===== config.mk =====
export PLATFORM = sky130hd
export DESIGN_NAME = regfile_debug_arbiter
export DESIGN_NICKNAME = d
export VERILOG_FILES = /design/src/rtl/regfile_debug_arbiter.sv
export SDC_FILE = /design/constraint.sdc
export NUM_CORES = 1
export LEC_CHECK = 0
export CORE_MARGIN = 2
export CORE_UTILIZATION = 35
export DETAILED_ROUTE_END_ITERATION = 10
export PLACE_DENSITY_LB_ADDON = 0.25
export RECOVER_POWER = 50
export SYNTH_ARGS = -nofsm -noshare
export SYNTH_HDL_FRONTEND = slang
export SYNTH_SLANG_ARGS = --single-unit
export TNS_END_PERCENT = 20

===== constraint.sdc =====
create_clock -name Clock -period 2.1 [get_ports Clock]
set_input_delay 0.42 -clock Clock [delete_from_list [all_inputs] [get_ports Clock]]
set_output_delay 0.42 -clock Clock [all_outputs]
set_load 0.02 [all_outputs]

===== src/rtl/regfile_debug_arbiter.sv =====
// Shares the register file X read port and W write port between the CPU pipeline
// (priority) and a debug access unit, forcing a one-cycle stall if debug starves.
module regfile_debug_arbiter #(
    parameter int W_DATA       = 32,
    parameter int W_ADDR       = 5,
    parameter int STARVE_LIMIT = 8,
    parameter int W_CNT        = 4
) (
    input  logic              Clock,
    input  logic              Reset_n,
    input  logic              PipeEnX,
    input  logic              PipeEnY,
    input  logic              PipeEnW,
    input  logic [W_ADDR-1:0] PipeAddrX,
    input  logic [W_ADDR-1:0] PipeAddrY,
    input  logic [W_ADDR-1:0] PipeAddrW,
    input  logic [W_DATA-1:0] PipeDataW,
    output logic              PipeStall,
    input  logic              DbgReq,
    input  logic              DbgWrite,
    input  logic [W_ADDR-1:0] DbgAddr,
    input  logic [W_DATA-1:0] DbgWData,
    output logic              DbgAck,
    output logic [W_DATA-1:0] DbgRData,
    output logic              RfEnX,
    output logic              RfEnY,
    output logic              RfEnW,
    output logic [W_ADDR-1:0] RfAddrX,
    output logic [W_ADDR-1:0] RfAddrY,
    output logic [W_ADDR-1:0] RfAddrW,
    output logic [W_DATA-1:0] RfDataW,
    input  logic [W_DATA-1:0] RfDataX
);

    typedef enum logic [1:0] {IDLE, WAIT, RDATA, ACK} state_t;

    localparam logic [W_ADDR-1:0] ZERO_REG  = W_ADDR'(31);
    localparam logic [W_CNT-1:0]  CNT_LAST  = W_CNT'(STARVE_LIMIT - 1);
    localparam logic [W_CNT-1:0]  CNT_MAX   = '1;

    state_t              state, state_nxt;
    logic                op_write;
    logic [W_ADDR-1:0]   op_addr;
    logic [W_DATA-1:0]   op_wdata;
    logic [W_CNT-1:0]    cnt;
    logic                port_busy;
    logic                grant;

    assign port_busy = op_write ? PipeEnW : PipeEnX;
    // A registered stall guarantees the target port is ours this cycle.
    assign grant     = (state == WAIT) && (!port_busy || PipeStall);
    assign DbgAck    = (state == ACK);

    always_ff @(posedge Clock or negedge Reset_n) begin
        if (!Reset_n) state <= IDLE;
        else          state <= state_nxt;
    end

    always_comb begin
        state_nxt = state;
        case (state)
            IDLE:    if (DbgReq) state_nxt = WAIT;
            WAIT:    if (grant) state_nxt = op_write ? ACK : RDATA;
            RDATA:   state_nxt = ACK;
            ACK:     state_nxt = IDLE;
            default: state_nxt = IDLE;
        endcase
    end

    always_ff @(posedge Clock or negedge Reset_n) begin
        if (!Reset_n) begin
            op_write  <= 1'b0;
            op_addr   <= '0;
            op_wdata  <= '0;
            cnt       <= '0;
            PipeStall <= 1'b0;
            DbgRData  <= '0;
        end else begin
            case (state)
                IDLE: if (DbgReq) begin
                    op_write <= DbgWrite;
                    op_addr  <= DbgAddr;
                    op_wdata <= DbgWData;
                    cnt      <= '0;
                end
                WAIT: if (grant) begin
                    cnt       <= '0;
                    PipeStall <= 1'b0;
                end else begin
                    if (cnt != CNT_MAX) cnt <= cnt + 1'b1;
                    if (cnt == CNT_LAST) PipeStall <= 1'b1;
                end
                RDATA: DbgRData <= (op_addr == ZERO_REG) ? '0 : RfDataX;
                default: ;
            endcase
        end
    end

    // Pipeline passes through unless stalled; the debug grant overrides its target port.
    always_comb begin
        RfEnX   = PipeEnX & ~PipeStall;
        RfEnY   = PipeEnY & ~PipeStall;
        RfEnW   = PipeEnW & ~PipeStall;
        RfAddrX = PipeAddrX;
        RfAddrY = PipeAddrY;
        RfAddrW = PipeAddrW;
        RfDataW = PipeDataW;
        if (grant) begin
            if (op_write) begin
                RfEnW   = 1'b1;
                RfAddrW = op_addr;
                RfDataW = op_wdata;
            end else begin
                RfEnX   = 1'b1;
                RfAddrX = op_addr;
            end
        end
    end

endmodule


* Word level (Yosys, flattened, before mapping) *
Cells that the tools add are included.

storage, ports and cells
  register bits after elaboration = 77
  input port bits = 123
  output and inout port bits = 84

operators by class
  $add $sub $neg = 1
  equal/unequal tests = 9
  mux-type cells = 22
  bitwise logic cells = 4
  reduce and logical (&&, ||, !) cells = 10

operator list
  operator                                                                number
  32-bit two-way mux                                                      3
  5-bit two-way mux                                                       4
  4-bit two-way mux                                                       3
  1-bit two-way mux                                                       8
  2-bit one-hot mux with 4 select lines                                   1
  4-bit one-hot mux with 2 select lines                                   1
  2-bit AND reduction                                                     3
  5-bit equality test (second input constant)                             1
  4-bit by 1-bit adder with 4-bit output (second input constant)          1
  2-bit equality test (second input constant)                             2
  4-bit by 3-bit equality test with 1-bit output (second input constant)  1
  2-bit two-way mux                                                       2
  2-bit != test (second input constant)                                   2
  4-bit != test (second input constant)                                   1
  2-bit nonzero test                                                      2
  1-bit bitwise AND                                                       3
  3-bit by 2-bit != test with 1-bit output (second input constant)        1
  3-bit AND reduction                                                     1
  2-bit by 1-bit equality test with 1-bit output (second input constant)  1
  2-bit zero test                                                         1
  1-bit logical AND                                                       1
  1-bit zero test                                                         1
  1-bit logical OR                                                        1
  1-bit inverter                                                          1

* Logic depth before layout (Yosys ltp) *
Gate-level depths: netlist of the first run.

  depth after elaboration = 6
  depth in mapped cells = 6
  mapped depth without buffers = 5

* Worst setup path before layout of the first run *
Ideal clock, no wire load.

  kind = register -> output
  start point = register state[1]
  end point = output port RfDataW[11]
  arrival time = 1670 ps
  data required time = 1680 ps
  setup slack = 10 ps
  stages on the path, launching flop included = 7
  cells stage by stage = dfrtp_1 inv_1 ha_1 nand2_1 a21oi_4 buf_6 mux2_1

on the way
  word-level cells in the longest chain between the ends = 3

RTL lines
  what                                            RTL line  RTL
  from (decl)                                     41        state_t state, state_nxt;
  from (signal assigned)                          56        else state <= state_nxt;
  2-bit by 1-bit equality test with 1-bit output  51        assign grant = (state == WAIT) && (!port_busy || PipeStall);
  1-bit logical AND                               51
  32-bit two-way mux                              108       if (grant) begin
  to (decl)                                       31        output logic [W_DATA-1:0] RfDataW,

No other way between the ends.

* Final worst setup path of the first run *
  start point = register state[1]
  end point = output port RfAddrW[0]

on the way
  word-level cells in the longest chain between the ends = 3

RTL lines
  what                                            RTL line  RTL
  2-bit by 1-bit equality test with 1-bit output  51
  1-bit logical AND                               51
  5-bit two-way mux                               108
  to (decl)                                       30        output logic [W_ADDR-1:0] RfAddrW,

No other way between the ends.

==> results.py, run 1 <==
metrics = {
    "detailed_routing": {
        "drtAntennaViolNets": 0,
        "routed_wl_mm": 10.74,
        "routed-via-count": 3013,
        "wl_per_cell_um": 17.43,
        "first_iter_violations": 91,
        "drcViolationCount": 0,
        "vias_per_cell": 4.891,
        "dr.pass1.iters": 4,
    },
    "yosys": {
        "ys_seq_area_share_pct": 53.64,
        "synthFlopType": "dfrtp_1",
        "synth_area_per_cell_um2": 13.82,
        "synth_edf_count": 0,
        "syn_area_um2": 3592,
        "async_flop_share_pct": 100.0,
        "ys_ff_latch": 77,
        "synth_cell_types": 29,
        "yosys.area.top_type_share_pct": 53.64,
        "synthTopCellsByArea": "dfrtp_1, mux2_2, a22o_1, ha_1, buf_2",
        "synth_nets": 389,
        "synth_cells": 260,
        "yosys.area.top_type": "dfrtp_1",
        "yosysWarnings": 0,
    },
    "sta": {
        "period_minus_slack_ns": 2.369,
        "max_freq_mhz": 422.1,
        "rsz0062_at_grt": "yes",
        "slew_violations": 0,
        "setup_viol": 42,
        "setup_ws_ns": -0.2691,
        "fin_skew_ns": 0.01110,
        "tns_ns": -10.31,
        "worstMarginPinSlew_ns": 1.009,
        "relSlewSlack_pct": 32.74,
        "fin_crit_sh_pct": 112.8,
        "hold_viol": 0,
    },
    "grt": {
        "antenna_found_initial": 0,
        "grt_pass1_wl_mm": 16.87,
        "grt_max_degree": 42,
        "grt_overflow": 0,
        "gr-usage-all-layers_pct": 19.23,
        "grt_pass1_vias": 3212,
    },
    "power": {
        "p_leak_nw": 2.780,
        "power_mw": 7.997,
        "ir_drop_v": 0.0005805,
        "power_density_nw_per_um2": 1267,
    },
    "hold_path": {
        "hp-class": "input pin to asynchronous set/reset pin",
    },
    "worst_setup_path": {
        "end_kind": "output pin",
        "cp_max_fo": 7,
        "path_class": "flip-flop to output pin",
        "worst_ep_arrival_time_ns": 1.95,
        "worstPathRequired_ns": 1.68,
        "critPathLaunchType": "flip-flop",
    },
    "status": {
        "violations": "negative setup slack",
        "status": "complete, but fails checks",
    },
    "die": {
        "die-area_um2": 11090,
        "rows": 36,
        "coreArea_um2": 9864,
        "start_util_pct": 36.42,
        "io_pins": 207,
        "dieHeight_um": 105.3,
        "die_w_um": 105.3,
    },
    "run": {
        "drv_cap": 0,
    },
    "clocking": {
        "clk_latency_ns": 0.34,
        "numCtsBuffers": 9,
        "cts_max_level": 3,
        "path_clk_slew_ns": 0.08,
        "cts_root_buffer": "clkbuf_8",
        "cts_sinks": 77,
        "cts_tree": "built",
        "cts_buffer_depth": 2,
    },
    "cells_and_area": {
        "antenna_cells": 0,
        "drive_above_1_share_pct": 36.65,
        "utilization_pct": 63.99,
        "finalNetCount": 607,
        "area_growth_pct": 75.72,
    },
    "place": {
        "hpwl_mm": 7.533,
        "place.gp.congestion": 0.7281,
        "io_buffers": 196,
        "place_ws_ns": -0.6121,
    },
}
cell usage after synthesis, types with 2 or more instances:
cell type,instances
mux2_2,81
dfrtp_1,77
a22o_1,32
buf_2,8
inv_1,8
ha_1,6
buf_4,5
a21oi_1,4
nand2_1,4
nand3_1,4
buf_6,3
clkbuf_1,3
nor2b_1,3
a31oi_1,2
a41oi_1,2
and3_1,2
mux2_1,2
nand3b_1,2
nand4_1,2
cells in the final DEF (no fill, tap or decap), types with 2 or more instances in the layout:
| cell | count |
|---|---|
| inv_1 | 7 |
| nand3b_1 | 2 |
| buf_2 | 4 |
| nand3_1 | 4 |
| ha_1 | 5 |
| clkbuf_8 | 9 |
| a22o_1 | 32 |
| mux2_4 | 33 |
| buf_16 | 3 |
| nor2b_1 | 3 |
| nand2_2 | 2 |
| bufinv_16 | 3 |
| mux2_2 | 50 |
| clkdlybuf4s50_1 | 139 |
| buf_4 | 18 |
| dfrtp_1 | 77 |
| dlygate4sd3_1 | 10 |
| clkinv_4 | 2 |
| and3_1 | 2 |
| a41oi_1 | 2 |
| dlygate4sd2_1 | 2 |
| buf_6 | 41 |
| clkbuf_1 | 4 |
| clkbuf_2 | 2 |
| a21oi_1 | 4 |
| nand4_1 | 2 |
power breakdown:
group / internal [mW] / switching, mW
clock network: 0.796 / 0.554
registers: 2.21 / 0.448
logic: 2.23 / 1.76
per-layer routing:
metal | vias to the layer above | part of all wire [%] | track usage (%)
met2 | 121 | 51 | 32.90
met4 | 0 | 1.6 | 6.762
met1 | 1480 | 42 | 24.30
met3 | 14 | 5.5 | 3.525
li1 | 1398 | - | -
met5 | - | 0 | 0
cells by family (layout without fill, tap and decap cells):
kind of cell / Yosys count / after routing / share of synthesized area (%)
flops: 77 / 77 / 53.64
mux: 83 / 83 / 26.02
compound gates: 47 / 47 / 10.90
fa+ha+maj: 6 / 6 / 2.090
simple gates: 20 / 20 / 3.100
buf+inv: 27 / 250 / 4.249
state kept, by name (all words and copies together), names as in the netlist:
signal	flops
cnt	4
PipeStall	1
op_write	1
op_wdata	32
state	2
op_addr	5
DbgRData	32
repair_timing:
action	4_1_cts	5_1_grt
hold endpoints to repair	0	0
gates cloned	3	0
gates resized for setup	276	24
pin swaps	1	1
endpoints found under the setup margin	44	44
hold buffers	0	0
setup buffers	9	0
worst max-delay path, cell delays in order, from the launching register on:
cell	delay, ns
dfrtp_1	0.40
inv_2	0.08
ha_4	0.14
nand2_4	0.06
a21oi_4	0.15
buf_6	0.16
buf_16	0.13
mux2_2	0.34
buf_6	0.13
worst paths after layout:
path | from | endpoint | slack, ns | depth (start not counted)
max | state[1] | RfAddrW[0] | -0.27 | 8
min | Reset_n | op_wdata[8] | 0.23 | 1
max reg2reg | state[0] | op_addr[4] | 0.19 | 7
min reg2reg | DbgRData[9] | DbgRData[9] | 0.51 | 1
max in group asynchronous | Reset_n | op_wdata[28] | 0.58 | 2
min in group Clock | DbgRData[9] | DbgRData[9] | 0.51 | 1
per-stage QoR:
| step | std cells | area (µm²) | hold WS (ns) |
|---|---|---|---|
| final | 616 | 6312 | 0.2298 |
| after global routing | 616 | 6312 | 0.3189 |
| after CTS | 616 | 6282 | 0.06155 |
| after detailed placement | 588 | 5777 | 0.4417 |
| after global placement | 588 | 5777 | 0.4395 |
| after floorplan | 260 | 3592 | 0.1244 |
cell type report:
| class | count | area, µm² |
|---|---|---|
| Clock buffer | 9 | 123.9 |
| Clock inverter | 7 | 121.4 |
| Multi-Input combinational cell | 156 | 1668 |
| Fill cell | 738 | 3552 |
| Sequential cell | 77 | 1927 |
| Timing Repair Buffer | 226 | 2276 |
| Inverter | 8 | 30.03 |
| Tap cell | 133 | 166.4 |
No activity file was read; power rests on OpenSTA's default activity.
==> run 2: changes to the inputs <==
- CORE_MARGIN: 2 -> not set
- HOLD_SLACK_MARGIN: not set -> 0.08
==> run 2 against run 1 <==
The run still ends with negative setup slack left. Cell area up 0.38%. Die area down 3.8%. Setup slack worse by 0.013 ns.
==> results.py, run 2 (synthesis results as in run 1) <==
metrics = {
    "sta": {
        "relSlewSlack_pct": 33.99,
        "period_minus_slack_ns": 2.382,
        "fin_crit_sh_pct": 113.4,
        "max_freq_mhz": 419.8,
        "rsz0062_at_grt": "yes",
        "slew_violations": 0,
        "setup_viol": 42,
        "worstMarginPinSlew_ns": 0.9902,
        "holdWs_ns": 0.5074,
        "setup_ws_ns": -0.2823,
        "hold_viol": 0,
        "fin_skew_ns": 0.01028,
    },
    "clocking": {
        "numCtsBuffers": 9,
        "cts_max_level": 3,
        "path_clk_slew_ns": 0.08,
        "cts_tree": "built",
        "cts_sinks": 77,
        "cts_root_buffer": "clkbuf_8",
        "clk_latency_ns": 0.34,
        "cts_buffer_depth": 2,
    },
    "detailed_routing": {
        "dr.pass1.iters": 4,
        "routed-via-count": 2959,
        "wl_per_cell_um": 16.77,
        "drtAntennaViolNets": 0,
        "routed_wl_mm": 10.28,
        "drcViolationCount": 0,
        "vias_per_cell": 4.827,
        "first_iter_violations": 55,
    },
    "worst_setup_path": {
        "reg2reg_to": "op_wdata[12]",
        "critPathCapture": "RfDataW[0]",
        "worstPathRequired_ns": 1.68,
        "cp_slowest_stage_delay_ns": 0.40,
        "regToRegSetupSlack_ns": 0.26,
        "r2r_start": "state[1]",
        "critPathSlowestCell": "dfrtp_1",
        "cp-startpoint": "state[1]",
        "cp_max_fo": 8,
        "end_kind": "output pin",
        "crit_path_frequent_cell": "buf_12",
        "r2r_cells": 8,
        "worst_ep_arrival_time_ns": 1.96,
        "path_class": "flip-flop to output pin",
        "critPathLaunchType": "flip-flop",
        "crit_chain": "inv_2 -> ha_4 -> nand2_4 -> a21oi_4 -> buf_12 -> buf_12 -> mux2_2 -> buf_6",
    },
    "grt": {
        "grt_pass1_vias": 3036,
        "antenna_found_initial": 0,
        "grt_overflow": 0,
        "gr-usage-all-layers_pct": 18.32,
        "grt_max_degree": 43,
        "grt_pass1_wl_mm": 14.75,
    },
    "cells_and_area": {
        "antenna_cells": 0,
        "layout_common_cells": "clkdlybuf4s50_1, dfrtp_1, mux2_2",
        "fin_area_um2": 6336,
        "layout_commonest_cell": "clkdlybuf4s50_1",
        "finalNetCount": 606,
        "reg_top3": "DbgRData: 32 flops, op_wdata: 32 flops, op_addr: 5 flops",
        "drive_above_1_share_pct": 36.04,
        "area_growth_pct": 76.38,
        "utilization_pct": 64.23,
    },
    "die": {
        "start_util_pct": 36.42,
        "die-area_um2": 10670,
        "dieHeight_um": 103.3,
        "coreArea_um2": 9864,
        "io_pins": 207,
        "die_w_um": 103.3,
        "rows": 36,
    },
    "place": {
        "postPlaceCellArea_um2": 5752,
        "io_buffers": 196,
        "place.gp.congestion": 0.7483,
        "place_ws_ns": -0.5683,
        "hpwl_mm": 6.963,
    },
    "status": {
        "status": "complete, but fails checks",
        "violations": "negative setup slack",
    },
    "hold_path": {
        "hp-class": "flip-flop to flip-flop",
    },
    "run": {
        "drv_cap": 0,
    },
    "power": {
        "ir_drop_v": 0.0007329,
        "power_density_nw_per_um2": 1258,
        "power_mw": 7.969,
        "p_leak_nw": 2.781,
    },
}
-- run 2: area by class of cell --
class | count | area, µm²
clock buffers | 11 | 151.4
well taps | 133 | 166.4
multi-input cells | 156 | 1648
flip-flops and latches | 77 | 1927
repair buffers | 225 | 2345
inverters | 8 | 30.03
fillers | 731 | 3528
clock inverters | 3 | 68.82
-- run 2: layer usage --
metal  part of all wire [%]  track usage (%)  vias to the layer above
met1                     41            21.63                     1442
met3                    6.6            4.772                       12
met2                     51            32.36                      111
met5                      0                0                        -
li1                       -                -                     1394
met4                    1.5            6.284                        0
-- run 2: worst max-delay path, delay by kind of cell, from the launching register on --
kind | cells | cell delay [ns]
flops | 1 | 0.40
simple gates | 1 | 0.06
buf+inv | 4 | 0.53
mux | 1 | 0.35
fa+ha+maj | 1 | 0.14
compound gates | 1 | 0.14
-- run 2: worst min-delay path by stage --
stage / start / end / slack, ns / cells past startpoint
global route: DbgRData[20] / DbgRData[20] / 0.52 / 1
detailed placement: Reset_n / op_wdata[11] / 0.44 / 1
finish: DbgRData[18] / DbgRData[18] / 0.51 / 1
floorplan: Reset_n / DbgRData[0] / 0.12 / 0
CTS: op_wdata[21] / op_wdata[21] / 0.51 / 1
global placement: Reset_n / op_wdata[11] / 0.44 / 1
-- run 2: stage by stage --
step           TNS, ns  std cells
3_5_place_dp    -23.02        585
3_3_place_gp    -22.21        585
6_report        -10.50        613
5_1_grt         -14.43        613
2_1_floorplan        0        260
4_1_cts         -11.25        609
-- run 2: power breakdown --
part / internal, mW / switching (mW) / leakage [nW] / total [mW]
registers: 2.21 / 0.456 / 0.936 / 2.66
logic: 2.30 / 1.76 / 1.73 / 4.06
clock network: 0.726 / 0.520 / 0.112 / 1.25
total: 5.23 / 2.74 / 2.78 / 7.97
-- run 2: timing repair --
item	CTS	global route
endpoints found under the setup margin	44	45
setup buffers	6	1
endpoints found under the hold margin	41	0
cloned	3	4
gates resized for setup	199	86
hold buffers	1	0
